### src/rtl/tage_pred_ctrl.sv
// TAGE predictor controller: hashes PC/history into per-table index and tag, picks the
// provider prediction, tracks in-flight branches in order and drives table updates on resolve.
module tage_pred_ctrl #(
    parameter int NUM_TABLES = 4,
    parameter int GHIST_LEN  = 32,
    parameter int IDX_W      = 6,
    parameter int TAG_W      = 8,
    parameter int DEPTH      = 8
) (
    input  logic                          clk,
    input  logic                          rst,
    input  logic                          IN_reqValid,
    input  logic [31:0]                   IN_reqPC,
    input  logic                          IN_baseTaken,
    output logic                          OUT_reqReady,
    output logic                          OUT_predValid,
    output logic                          OUT_predTaken,
    output logic [$clog2(DEPTH)-1:0]      OUT_predId,
    input  logic                          IN_resValid,
    input  logic                          IN_resTaken,
    output logic [NUM_TABLES*IDX_W-1:0]   OUT_rdAddr,
    output logic [NUM_TABLES*TAG_W-1:0]   OUT_rdTag,
    input  logic [NUM_TABLES-1:0]         IN_rdValid,
    input  logic [NUM_TABLES-1:0]         IN_rdTaken,
    output logic [NUM_TABLES*IDX_W-1:0]   OUT_wrAddr,
    output logic [NUM_TABLES*TAG_W-1:0]   OUT_wrTag,
    output logic [NUM_TABLES-1:0]         OUT_wrTaken,
    output logic [NUM_TABLES-1:0]         OUT_wrValid,
    output logic [NUM_TABLES-1:0]         OUT_wrNew,
    output logic [NUM_TABLES-1:0]         OUT_wrUseful,
    output logic [NUM_TABLES-1:0]         OUT_wrUpdate,
    input  logic [NUM_TABLES-1:0]         IN_wrAlloc,
    output logic                          OUT_anyAlloc
);
    localparam int ID_W  = $clog2(DEPTH);
    localparam int CNT_W = ID_W + 1;
    localparam int AW    = NUM_TABLES * IDX_W;
    localparam int TW    = NUM_TABLES * TAG_W;

    // XOR-fold the low len bits of h into w-bit chunks
    function automatic logic [GHIST_LEN-1:0] fold(input logic [GHIST_LEN-1:0] h,
                                                  input int len, input int w);
        logic [GHIST_LEN-1:0] one;
        logic [GHIST_LEN-1:0] hm;
        logic [GHIST_LEN-1:0] wm;
        logic [GHIST_LEN-1:0] r;
        one = GHIST_LEN'(1);
        hm  = h & ((one << len) - one);
        wm  = (one << w) - one;
        r   = '0;
        for (int c = 0; c < GHIST_LEN; c += w)
            r = r ^ ((hm >> c) & wm);
        return r;
    endfunction

    logic [GHIST_LEN-1:0]  hist_q, hist_d;
    logic [ID_W-1:0]       wr_ptr_q, rd_ptr_q;
    logic [CNT_W-1:0]      count_q;
    logic                  pred_valid_q, pred_taken_q;
    logic [ID_W-1:0]       pred_id_q;

    logic [AW-1:0]         q_idx_q  [DEPTH];
    logic [TW-1:0]         q_tag_q  [DEPTH];
    logic [NUM_TABLES-1:0] q_prov_q [DEPTH];
    logic                  q_ptk_q  [DEPTH];
    logic                  q_fin_q  [DEPTH];
    logic [GHIST_LEN-1:0]  q_snap_q [DEPTH];

    logic [AW-1:0]         rd_addr;
    logic [TW-1:0]         rd_tag;

    for (genvar t = 0; t < NUM_TABLES; t++) begin : g_hash
        localparam int L = GHIST_LEN >> (NUM_TABLES - 1 - t);
        assign rd_addr[t*IDX_W +: IDX_W] =
            IN_reqPC[IDX_W+1:2] ^ IDX_W'(fold(hist_q, L, IDX_W));
        assign rd_tag[t*TAG_W +: TAG_W] =
            IN_reqPC[IDX_W+TAG_W+1:IDX_W+2] ^ TAG_W'(fold(hist_q, L, TAG_W));
    end

    assign OUT_rdAddr = rd_addr;
    assign OUT_rdTag  = rd_tag;

    // Provider is the highest-numbered table that hits
    logic [NUM_TABLES-1:0] prov_oh;
    logic                  prov_tk;
    logic                  pred;
    always_comb begin
        prov_oh = '0;
        prov_tk = 1'b0;
        pred    = IN_baseTaken;
        for (int t = 0; t < NUM_TABLES; t++) begin
            if (IN_rdValid[t]) begin
                prov_oh    = '0;
                prov_oh[t] = 1'b1;
                prov_tk    = IN_rdTaken[t];
                pred       = IN_rdTaken[t];
            end
        end
    end

    logic                  full, accept, res, mispred, push;
    logic [NUM_TABLES-1:0] h_prov, amask;

    assign full    = (count_q == CNT_W'(DEPTH));
    assign accept  = IN_reqValid && !full;
    assign res     = IN_resValid && (count_q != '0);
    assign h_prov  = q_prov_q[rd_ptr_q];
    assign mispred = res && (q_fin_q[rd_ptr_q] != IN_resTaken);
    assign push    = accept && !mispred;

    assign OUT_reqReady  = !full;
    assign OUT_predValid = pred_valid_q;
    assign OUT_predTaken = pred_taken_q;
    assign OUT_predId    = pred_id_q;

    // Allocation targets every table above the provider
    always_comb begin
        if (h_prov == '0)
            amask = '1;
        else
            amask = ~((h_prov << 1) - NUM_TABLES'(1));
    end

    always_comb begin
        OUT_wrAddr   = '0;
        OUT_wrTag    = '0;
        OUT_wrTaken  = '0;
        OUT_wrValid  = '0;
        OUT_wrNew    = '0;
        OUT_wrUseful = '0;
        OUT_wrUpdate = '0;
        if (res && !rst) begin
            OUT_wrAddr   = q_idx_q[rd_ptr_q];
            OUT_wrTag    = q_tag_q[rd_ptr_q];
            OUT_wrTaken  = {NUM_TABLES{IN_resTaken}};
            OUT_wrValid  = h_prov;
            OUT_wrUpdate = h_prov;
            OUT_wrUseful = h_prov & {NUM_TABLES{q_ptk_q[rd_ptr_q] == IN_resTaken}};
            if (mispred) begin
                OUT_wrValid = h_prov | amask;
                OUT_wrNew   = amask;
            end
        end
    end

    assign OUT_anyAlloc = |(IN_wrAlloc & OUT_wrNew);

    always_comb begin
        hist_d = hist_q;
        if (mispred)
            hist_d = {q_snap_q[rd_ptr_q][GHIST_LEN-2:0], IN_resTaken};
        else if (accept)
            hist_d = {hist_q[GHIST_LEN-2:0], pred};
    end

    always_ff @(posedge clk or posedge rst) begin
        if (rst) begin
            hist_q       <= '0;
            wr_ptr_q     <= '0;
            rd_ptr_q     <= '0;
            count_q      <= '0;
            pred_valid_q <= 1'b0;
            pred_taken_q <= 1'b0;
            pred_id_q    <= '0;
        end else begin
            hist_q       <= hist_d;
            pred_valid_q <= push;
            if (push) begin
                pred_taken_q <= pred;
                pred_id_q    <= wr_ptr_q;
            end
            if (mispred) begin
                rd_ptr_q <= wr_ptr_q;
                count_q  <= '0;
            end else begin
                if (accept)
                    wr_ptr_q <= wr_ptr_q + ID_W'(1);
                if (res)
                    rd_ptr_q <= rd_ptr_q + ID_W'(1);
                count_q <= count_q + CNT_W'(accept) - CNT_W'(res);
            end
        end
    end

    always_ff @(posedge clk) begin
        if (accept) begin
            q_idx_q[wr_ptr_q]  <= rd_addr;
            q_tag_q[wr_ptr_q]  <= rd_tag;
            q_prov_q[wr_ptr_q] <= prov_oh;
            q_ptk_q[wr_ptr_q]  <= prov_tk;
            q_fin_q[wr_ptr_q]  <= pred;
            q_snap_q[wr_ptr_q] <= hist_q;
        end
    end

endmodule

### config.mk
export PLATFORM = sky130hd
export DESIGN_NAME = tage_pred_ctrl
export DESIGN_NICKNAME = d
export VERILOG_FILES = /design/src/rtl/tage_pred_ctrl.sv
export SDC_FILE = /design/constraint.sdc
export NUM_CORES = 1
export LEC_CHECK = 0
export CAP_MARGIN = 30
export CORE_ASPECT_RATIO = 0.7
export CORE_MARGIN = 2
export CORE_UTILIZATION = 40
export CTS_CLUSTER_SIZE = 30
export DETAILED_ROUTE_END_ITERATION = 12
export GPL_ROUTABILITY_DRIVEN = 0
export PLACE_DENSITY = 0.59
export RECOVER_POWER = 50
export SYNTH_ARGS = -nofsm -noshare
export SYNTH_HDL_FRONTEND = slang
export SYNTH_SLANG_ARGS = --single-unit
### constraint.sdc
create_clock -name clk -period 12.1 [get_ports clk]
set_clock_uncertainty 0.1 [all_clocks]
set_input_delay 1.21 -clock clk [delete_from_list [all_inputs] [get_ports clk]]
set_output_delay 1.21 -clock clk [all_outputs]
set_load 0.02 [all_outputs]
==> flow_summary.yaml <==
cells_and_area:
  antenna_cells_inserted: 0
  layout-area-overhead-vs-synth_pct: 17.67
  layout.cells.most_common_list: "edfxtp_1 (696), mux4_2 (173), clkdlybuf4s50_1 (149), mux2i_1 (148), clkbuf_16 (73)"
  layout_commonest_cell: "edfxtp_1"
  final_core_utilization_pct: 47.42
  fraction_of_layout_instances_using_a_drive_strength_above_1_pct: 19.99
  fillerInstances: 6057
  final_nets: 1641
drt:
  detailedRoute.firstIterationViolations: 1247
  detail-route-antenna-nets: 0
  route.detailed.vias_per_inst: 5.346
  postRouteWirelength_um: 64460
  drtPass1Iterations: 5
  remaining_drc_errors: 0
  routed-via-count: 13969
  avgRoutedWirePerCell_um: 24.67
worst_setup_path:
  timing.setup.critical_path_class: "reg -> out"
  worstReg2RegStart: "count_q[2]$_DFF_PP0_"
  register_to_register_setup_slack_ps: 5910
  timing.critical_path.required_ps: 10790
  critical_path_endpoint_category: "primary output"
  start_kind: "register"
  ff2ff_path_depth: 8
  cp_max_fo: 43
  critical_path.reg2reg.endpoint: "q_snap_q[6][24]$_DFFE_PP_"
  worstPathArrival_ps: 6690
floorplanning:
  floorplan.rows: 83
  die_width_um: 328.6
  die_h_um: 231.2
  initial_utilization_pct: 40.30
  io-pin-count: 189
  placeableCoreArea_um2: 73210
  die_area_um2: 75990
timing:
  final-setup-viol-count: 0
  timing.final.crit_period_ps: 8003
  finalHoldViolCount: 0
  tightestPinTransition_ps: 3573
  max_transition_viols_final: 164
  clock.fmax_mhz: 125.0
  tns_ps: 0
  grt_setup_unrepaired: "false"
  final.period_utilization_pct: 66.14
  slew_headroom_pct: -138.2
worst_hold_path:
  hold_path.class: "reg -> reg"
  worstHoldEndpoint: "OUT_predTaken$_DFFE_PP0P_"
  hold_path.startpoint: "OUT_predTaken$_DFFE_PP0P_"
  worst_hold_path_cell_count: 1
synthesis:
  post_synthesis_sequential_element_count: 743
  postSynth.asyncResetShare_pct: 6.326
  post_synth_instance_area_um2: 29510
  synth_edf_count: 696
  synth_sequential_area_ratio_pct: 74.82
  ys_types: 47
  postSynth.topFlopCell: "edfxtp_1"
  yosys_warnings: 0
  count_of_mapped_cells_out_of_synthesis: 1385
  mappedNetlistNets: 1445
  postSynthAreaPerCell_um2: 21.30
clocking:
  cts_resized: 0
  clock_insertion_delay_worst_skew_ps: 630
  post_cts_buffers: 0
  tritoncts.num_buffers: 73
  clockRootBuffer: "clkbuf_16"
  cts_tree: "yes"
  cts-htree-levels: 3
  cts-hold-fix-buffers: 0
  clk_pin_slew_worst_paths_ps: 60
  max-clock-path-buffers: 3
  cts.sink_count: 743
grt:
  grt_pass1_vias: 14616
  grt_max_degree: 57
  initial_antenna_violation_count: 2
  grtUsageTotal_pct: 17.24
  grt.overflow.total: 0
  global_route_wire_length_before_repair_um: 96170
status:
  failing_checks: "capacitance limit, slew limit"
  status: "complete, but fails checks"
power:
  ir_worst_vdd_v: 0.0001870
  power_density_nw_per_um2: 302.3
  power.total_w: 0.01050
  p_leak_nw: 11.55
placement:
  place.detailed.hpwl_um: 34910
  io_buffers: 170
flow_run:
  max-cap-violations: 5
state kept, by name, summed over array words and instances, names as in the netlist, 4 cells and up:
name,flops
q_snap_q,248
q_tag_q,224
q_idx_q,176
hist_q,32
q_prov_q,32
q_fin_q,8
q_ptk_q,8
count_q,4
metal layers:
layer	vias to the layer above	wire (um)	global-route usage, %
met4	2	1027	4.010
li1	5992	-	-
met5	-	13	0
met3	89	3528	3.235
met1	7522	29230	24.58
met2	364	30660	27.66
kinds of logic after synthesis:
group,Yosys count,synth area share (%)
AND/OR/NAND/NOR,112,1.756
buffers and inverters,102,1.747
flip-flops,743,74.82
multiplexers,330,18.57
XOR/XNOR,71,2.171
adder cells (fa/ha/maj),10,0.4495
AO/OA/AOI/OAI,17,0.4877
area by class of cell:
type                    instances  area (um^2)  share of cell area [%]
inverters                      13        48.80                  0.1406
multi-input cells             540         6953                   20.03
clock inverters                43        500.5                   1.442
repair buffers                210         2017                   5.809
clock buffers                  87         1889                   5.442
well taps                     977         1222                   3.521
flip-flops and latches        743        22090                   63.62
cell usage after synthesis (2+ instances only):
library cell / instances / area, um^2
a221o_1: 3 / 30.03
and2_1: 2 / 12.51
and3_1: 2 / 12.51
buf_1: 9 / 33.78
buf_2: 19 / 95.09
buf_4: 23 / 172.7
buf_6: 3 / 33.78
clkbuf_1: 35 / 131.4
dfrtp_1: 47 / 1176
edfxtp_1: 696 / 20900
ha_1: 9 / 112.6
inv_1: 12 / 45.04
mux2_1: 8 / 90.09
mux2i_1: 148 / 1481
mux4_2: 173 / 3896
nand2_1: 9 / 33.78
nand2b_1: 6 / 37.54
nand3_1: 5 / 25.02
nand3b_1: 2 / 15.01
nor2_1: 63 / 236.5
nor2b_1: 5 / 31.28
nor3_1: 8 / 40.04
nor3b_1: 3 / 22.52
o21ai_0: 2 / 10.01
or3_1: 3 / 18.77
xnor2_1: 37 / 324.1
xor2_1: 33 / 289.0
report_power, final:
group          switching, W  internal, W  leakage [nW]
sequential         0.000413      0.00403          6.88
combinational       0.00221      0.00157          3.50
clock              0.000986      0.00129          1.17
total               0.00361      0.00689          11.6
stage by stage:
step | setup WS, ps | instances | cell area (um^2) | hold WS (ps)
floorplan | 1303 | 1385 | 29510 | 465.1
global placement | 5819 | 2479 | 32300 | 381.1
detailed placement | 5754 | 2482 | 32390 | 386.7
CTS | 5672 | 2612 | 34780 | 401.8
global route | 3340 | 2613 | 34720 | 408.8
finish | 4097 | 2613 | 34720 | 387.0
worst max-delay path by stage:
stage	from	endpoint	slack (ps)
6_report	rd_ptr_q[0]$_DFFE_PP0P_	OUT_anyAlloc	4100
5_1_grt	rd_ptr_q[0]$_DFFE_PP0P_	OUT_anyAlloc	3340
4_1_cts	rd_ptr_q[0]$_DFFE_PP0P_	OUT_anyAlloc	5670
3_5_place_dp	IN_reqPC[7]	OUT_rdAddr[23]	5750
3_3_place_gp	rst	OUT_anyAlloc	5820
2_1_floorplan	IN_reqValid	q_fin_q[0]$_DFFE_PP_	1300
critical path, cell delays in order (launching register included):
cell and delay, ps:
dfrtp_4 950, clkbuf_1 2580, mux2_2 490, mux4_2 570, xnor2_4 250, a2111oi_2 360, a221o_1 220, clkdlybuf4s50_1 600
(Power assumes the default switching activity.)
